File: config.mk
export PLATFORM = sky130hd
export DESIGN_NAME = cordic_ctrl
export DESIGN_NICKNAME = d
export VERILOG_FILES = /design/src/rtl/cordic_ctrl.sv
export SDC_FILE = /design/constraint.sdc
export NUM_CORES = 1
export LEC_CHECK = 0
export CAP_MARGIN = 20
export CORE_MARGIN = 4
export CORE_UTILIZATION = 25
export CTS_BUF_LIST = sky130_fd_sc_hd__clkbuf_4
export DETAILED_ROUTE_END_ITERATION = 7
export PLACE_DENSITY = 0.48
export SLEW_MARGIN = 25
export SYNTH_ARGS = -nofsm -noshare
export SYNTH_HDL_FRONTEND = slang
export SYNTH_SLANG_ARGS = --single-unit
File: constraint.sdc
create_clock -name clock -period 2.1 [get_ports clock]
set_input_delay 0.42 -clock clock [delete_from_list [all_inputs] [get_ports clock]]
set_output_delay 0.42 -clock clock [all_outputs]
set_load 0.03 [all_outputs]
File: src/rtl/cordic_ctrl.sv
// Sequencer for an iterative CORDIC datapath: load strobe, NITER enable cycles, ready strobe.
// Latency: start sampled at edge k -> load in cycle k+1, enable k+2..k+NITER+1, ready k+NITER+2.
// No backpressure: start is only looked at in IDLE and is never queued; abort cancels at once.
//
// Ports:
//   clock    - system clock, rising edge
//   reset    - asynchronous, active-high reset
//   start    - request a new operation (sampled in IDLE only)
//   abort    - synchronous cancel of the operation in progress
//   load     - one-cycle strobe: datapath loads initial x/y/z
//   enable   - datapath performs one micro-rotation this cycle
//   rom_addr - arctangent table address, equals iteration index i
//   busy     - high from the LOAD cycle through the DONE cycle
//   ready    - one-cycle strobe: datapath results are valid
module cordic_ctrl #(
    parameter int NITER = 32
) (
    input  logic       clock,
    input  logic       reset,
    input  logic       start,
    input  logic       abort,
    output logic       load,
    output logic       enable,
    output logic [5:0] rom_addr,
    output logic       busy,
    output logic       ready
);

    generate
        if ((NITER < 1) || (NITER > 32)) begin : g_niter_check
            $error("cordic_ctrl: NITER=%0d outside legal range 1..32", NITER);
        end
    endgenerate

    // Index of the final micro-rotation; i never counts past it, so a
    // 5-bit counter covers NITER=32 without wrapping.
    localparam logic [4:0] LAST = 5'(NITER - 1);

    typedef enum logic [1:0] {
        IDLE = 2'd0,
        LOAD = 2'd1,
        ITER = 2'd2,
        DONE = 2'd3
    } state_t;

    state_t     state;
    state_t     state_nxt;
    logic [4:0] i;
    logic [4:0] i_nxt;

    always_ff @(posedge clock or posedge reset) begin
        if (reset) begin
            state <= IDLE;
            i     <= 5'd0;
        end else begin
            state <= state_nxt;
            i     <= i_nxt;
        end
    end

    // Outputs are decoded from state and i only, so an asynchronous reset
    // forces them to zero immediately without waiting for a clock edge.
    always_comb begin
        state_nxt = state;
        i_nxt     = i;
        load      = 1'b0;
        enable    = 1'b0;
        busy      = 1'b0;
        ready     = 1'b0;
        rom_addr  = 6'd0;

        case (state)
            IDLE: begin
                i_nxt = 5'd0;
                if (start && !abort) begin
                    state_nxt = LOAD;
                end
            end

            LOAD: begin
                load  = 1'b1;
                busy  = 1'b1;
                i_nxt = 5'd0;
                if (abort) begin
                    state_nxt = IDLE;
                end else begin
                    state_nxt = ITER;
                end
            end

            ITER: begin
                enable   = 1'b1;
                busy     = 1'b1;
                rom_addr = {1'b0, i};
                if (abort) begin
                    state_nxt = IDLE;
                    i_nxt     = 5'd0;
                end else if (i == LAST) begin
                    state_nxt = DONE;
                    i_nxt     = 5'd0;
                end else begin
                    i_nxt = i + 5'd1;
                end
            end

            DONE: begin
                ready     = 1'b1;
                busy      = 1'b1;
                i_nxt     = 5'd0;
                // Whether or not abort is high, DONE lasts one cycle and
                // returns to IDLE; start is not honoured here.
                state_nxt = IDLE;
            end

            default: begin
                state_nxt = IDLE;
                i_nxt     = 5'd0;
            end
        endcase
    end

endmodule

==> qor.yml <==
htree_num_levels: 1
nFillCells: 141
max_stage_delay_ns: 0.59
area_delta_synth_final_pct: 41.04
rsz0062_at_grt: "false"
seq_area_um2: 175.2
slew_violations: 0
vias_per_cell: 4.531
core_area_um2: 1366
placed_cell_area_um2: 515.5
clock_latency_ns: 0.26
layout_commonest_cell: "dfrtp_1"
worstPathArrival_ns: 1.58
grt_pass1_wl_um: 1235
status: "finished, final reports clean"
final_cell_mix: "dfrtp_1, clkdlybuf4s50_1, and2_1, dlygate4sd2_1, clkbuf_4"
place_ws_ns: 0.1792
ant_nets: 0
hold_buffers: 0
setup_viol: 0
finalNetCount: 56
path_clk_slew_ns: 0.06
syn_inst: 34
cap_violations: 0
path_cells: "or2_2 > clkdlybuf4s50_1"
dieArea_um2: 2227
gp_congestion: 0.6951
ys_seq_elements: 7
multi_input_area_um2: 193.9
synthesis.area_um2: 384.1
drive_above_1_share: 0.2041
ys_types: 21
port_buffers: 12
rows: 13
clock.fmax_mhz: 499.2
cts_tree: "done"
hold_viol_final: 0
drt_iter0_markers: 2
cts_buffer_depth: 2
die_h_um: 47.20
initial_core_util: 0.2811
holdWs_ns: 0.3887
worstPathRequired_ns: 1.68
clock-root-buffer: "clkbuf_4"
yosysSeqAreaShare: 0.4560
p_leak_nw: 0.2955
hpwlAfterDp_um: 642.5
fin_crit_ns: 2.003
total_power_uw: 333.4
fp.dieW_um: 47.20
grt.overflow.total: 0
fin_crit_sh: 0.9540
grt_antenna_before_repair: 0
ioPinCount: 14
finalSetupTns_ns: 0
yosys_warnings: 0
startpoint_type: "flop"
dp_cells: 60
end_kind: "output pin"
insertedDiodeCount: 0
grt_pass1_vias: 274
syn-num-nets: 40
fin_worst_skew_ns: 0.009283
irDropWorstVdd_mv: 0.2173
powerDensity_nw_per_um2: 615.4
setup_ws_ns: 0.09669
crit_fanout: 5
r2r_start: "i[0]"
syn_avg_cell_area_um2: 11.30
post_cts_buffers: 0
drt_wl_total_um: 796
critPathLaunch: "state[1]"
fin_area_um2: 541.8
crit_type: "flop to output pin"
wl_per_cell_um: 12.44
cts_made_buffers: 3
grt_start_max_net_pins: 8
cts.sinks: 7
fin_util: 0.3965
route.detailed.drc: 0
crit_slowest_cell: "clkdlybuf4s50_1"
finalNonFillerCells: 64
firstDrtPassIters: 2
vias: 290
hold_class: "input port to asynchronous set/reset pin"
grtUsageTotal: 0.08638
routing by layer:
layer / routed length (um) / vias to the layer above / global-route usage
met2: 361 / 11 / 0.1274
met3: 66 / 2 / 0.03448
met1: 352 / 132 / 0.09908
li1: - / 145 / -
met5: 0 / - / 0
met4: 15 / 0 / 0.06630
kinds of logic (layout without fill, tap and decap cells):
kind of cell    Yosys count  after routing  synth area share
xor+xnor                  2              2           0.04561
simple gates             17             17            0.3322
flops                     7              7            0.4560
mux                       1              1           0.02606
buf+inv                   3             18           0.03908
other cells               1              1          0.009763
compound gates            1              1           0.02606
fa+ha+maj                 2              2           0.06514
critical path, delay by kind of cell (launching register included):
kind	cells	cell delay (ns)
buffers and inverters	1	0.59
AND/OR/NAND/NOR	1	0.30
flip-flops	1	0.44
final timing paths:
check,end,slack (ns),depth (start not counted)
max,busy,0.1,2
max in group asynchronous,i[3],1.49,2
max reg2reg,i[2],0.64,4
min,i[4],0.39,2
min reg2reg,i[0],0.50,1
min in group clock,i[0],0.50,1
final cells by class:
class | count | share of cell area
Clock buffer | 4 | 0.05543
Timing Repair Buffer | 12 | 0.2148
Tap cell | 15 | 0.03464
Multi-Input combinational cell | 24 | 0.3580
Sequential cell | 7 | 0.3233
Inverter | 2 | 0.01386
repair_timing:
item | 4_1_cts | 5_1_grt
cloned | 0 | 0
resized for setup | 5 | 1
setup endpoints to repair | 5 | 1
cells in the mapped netlist:
| cell | n | area (um^2) |
|---|---|---|
| nand3_1 | 1 | 5.000 |
| and2_1 | 5 | 31.28 |
| nor3b_1 | 2 | 15.01 |
| mux2i_1 | 1 | 10.01 |
| nor4_2 | 2 | 25.02 |
| buf_4 | 1 | 7.510 |
| inv_1 | 1 | 3.750 |
| conb_1 | 1 | 3.750 |
| or2_2 | 1 | 6.260 |
| xnor2_1 | 1 | 8.760 |
| nor2b_1 | 1 | 6.260 |
| o21ba_1 | 1 | 10.01 |
| nor3_1 | 1 | 5.000 |
| xor2_1 | 1 | 8.760 |
| nor4_1 | 1 | 6.260 |
| inv_2 | 1 | 3.750 |
| and2_2 | 1 | 7.510 |
| dfrtp_1 | 7 | 175.2 |
| ha_1 | 2 | 25.02 |
| and3_1 | 1 | 6.260 |
| nand2b_4 | 1 | 13.76 |
power breakdown:
group	switching (mW)	total, mW	internal, mW
sequential	0.00455	0.143	0.138
clock	0.0546	0.140	0.0858
combinational	0.0285	0.0501	0.0216
total	0.0876	0.333	0.246
state kept, by name (all words and copies together), names as in the netlist:
| register | flops |
|---|---|
| i | 5 |
| state | 2 |
No activity file was read; power rests on OpenSTA's default activity.
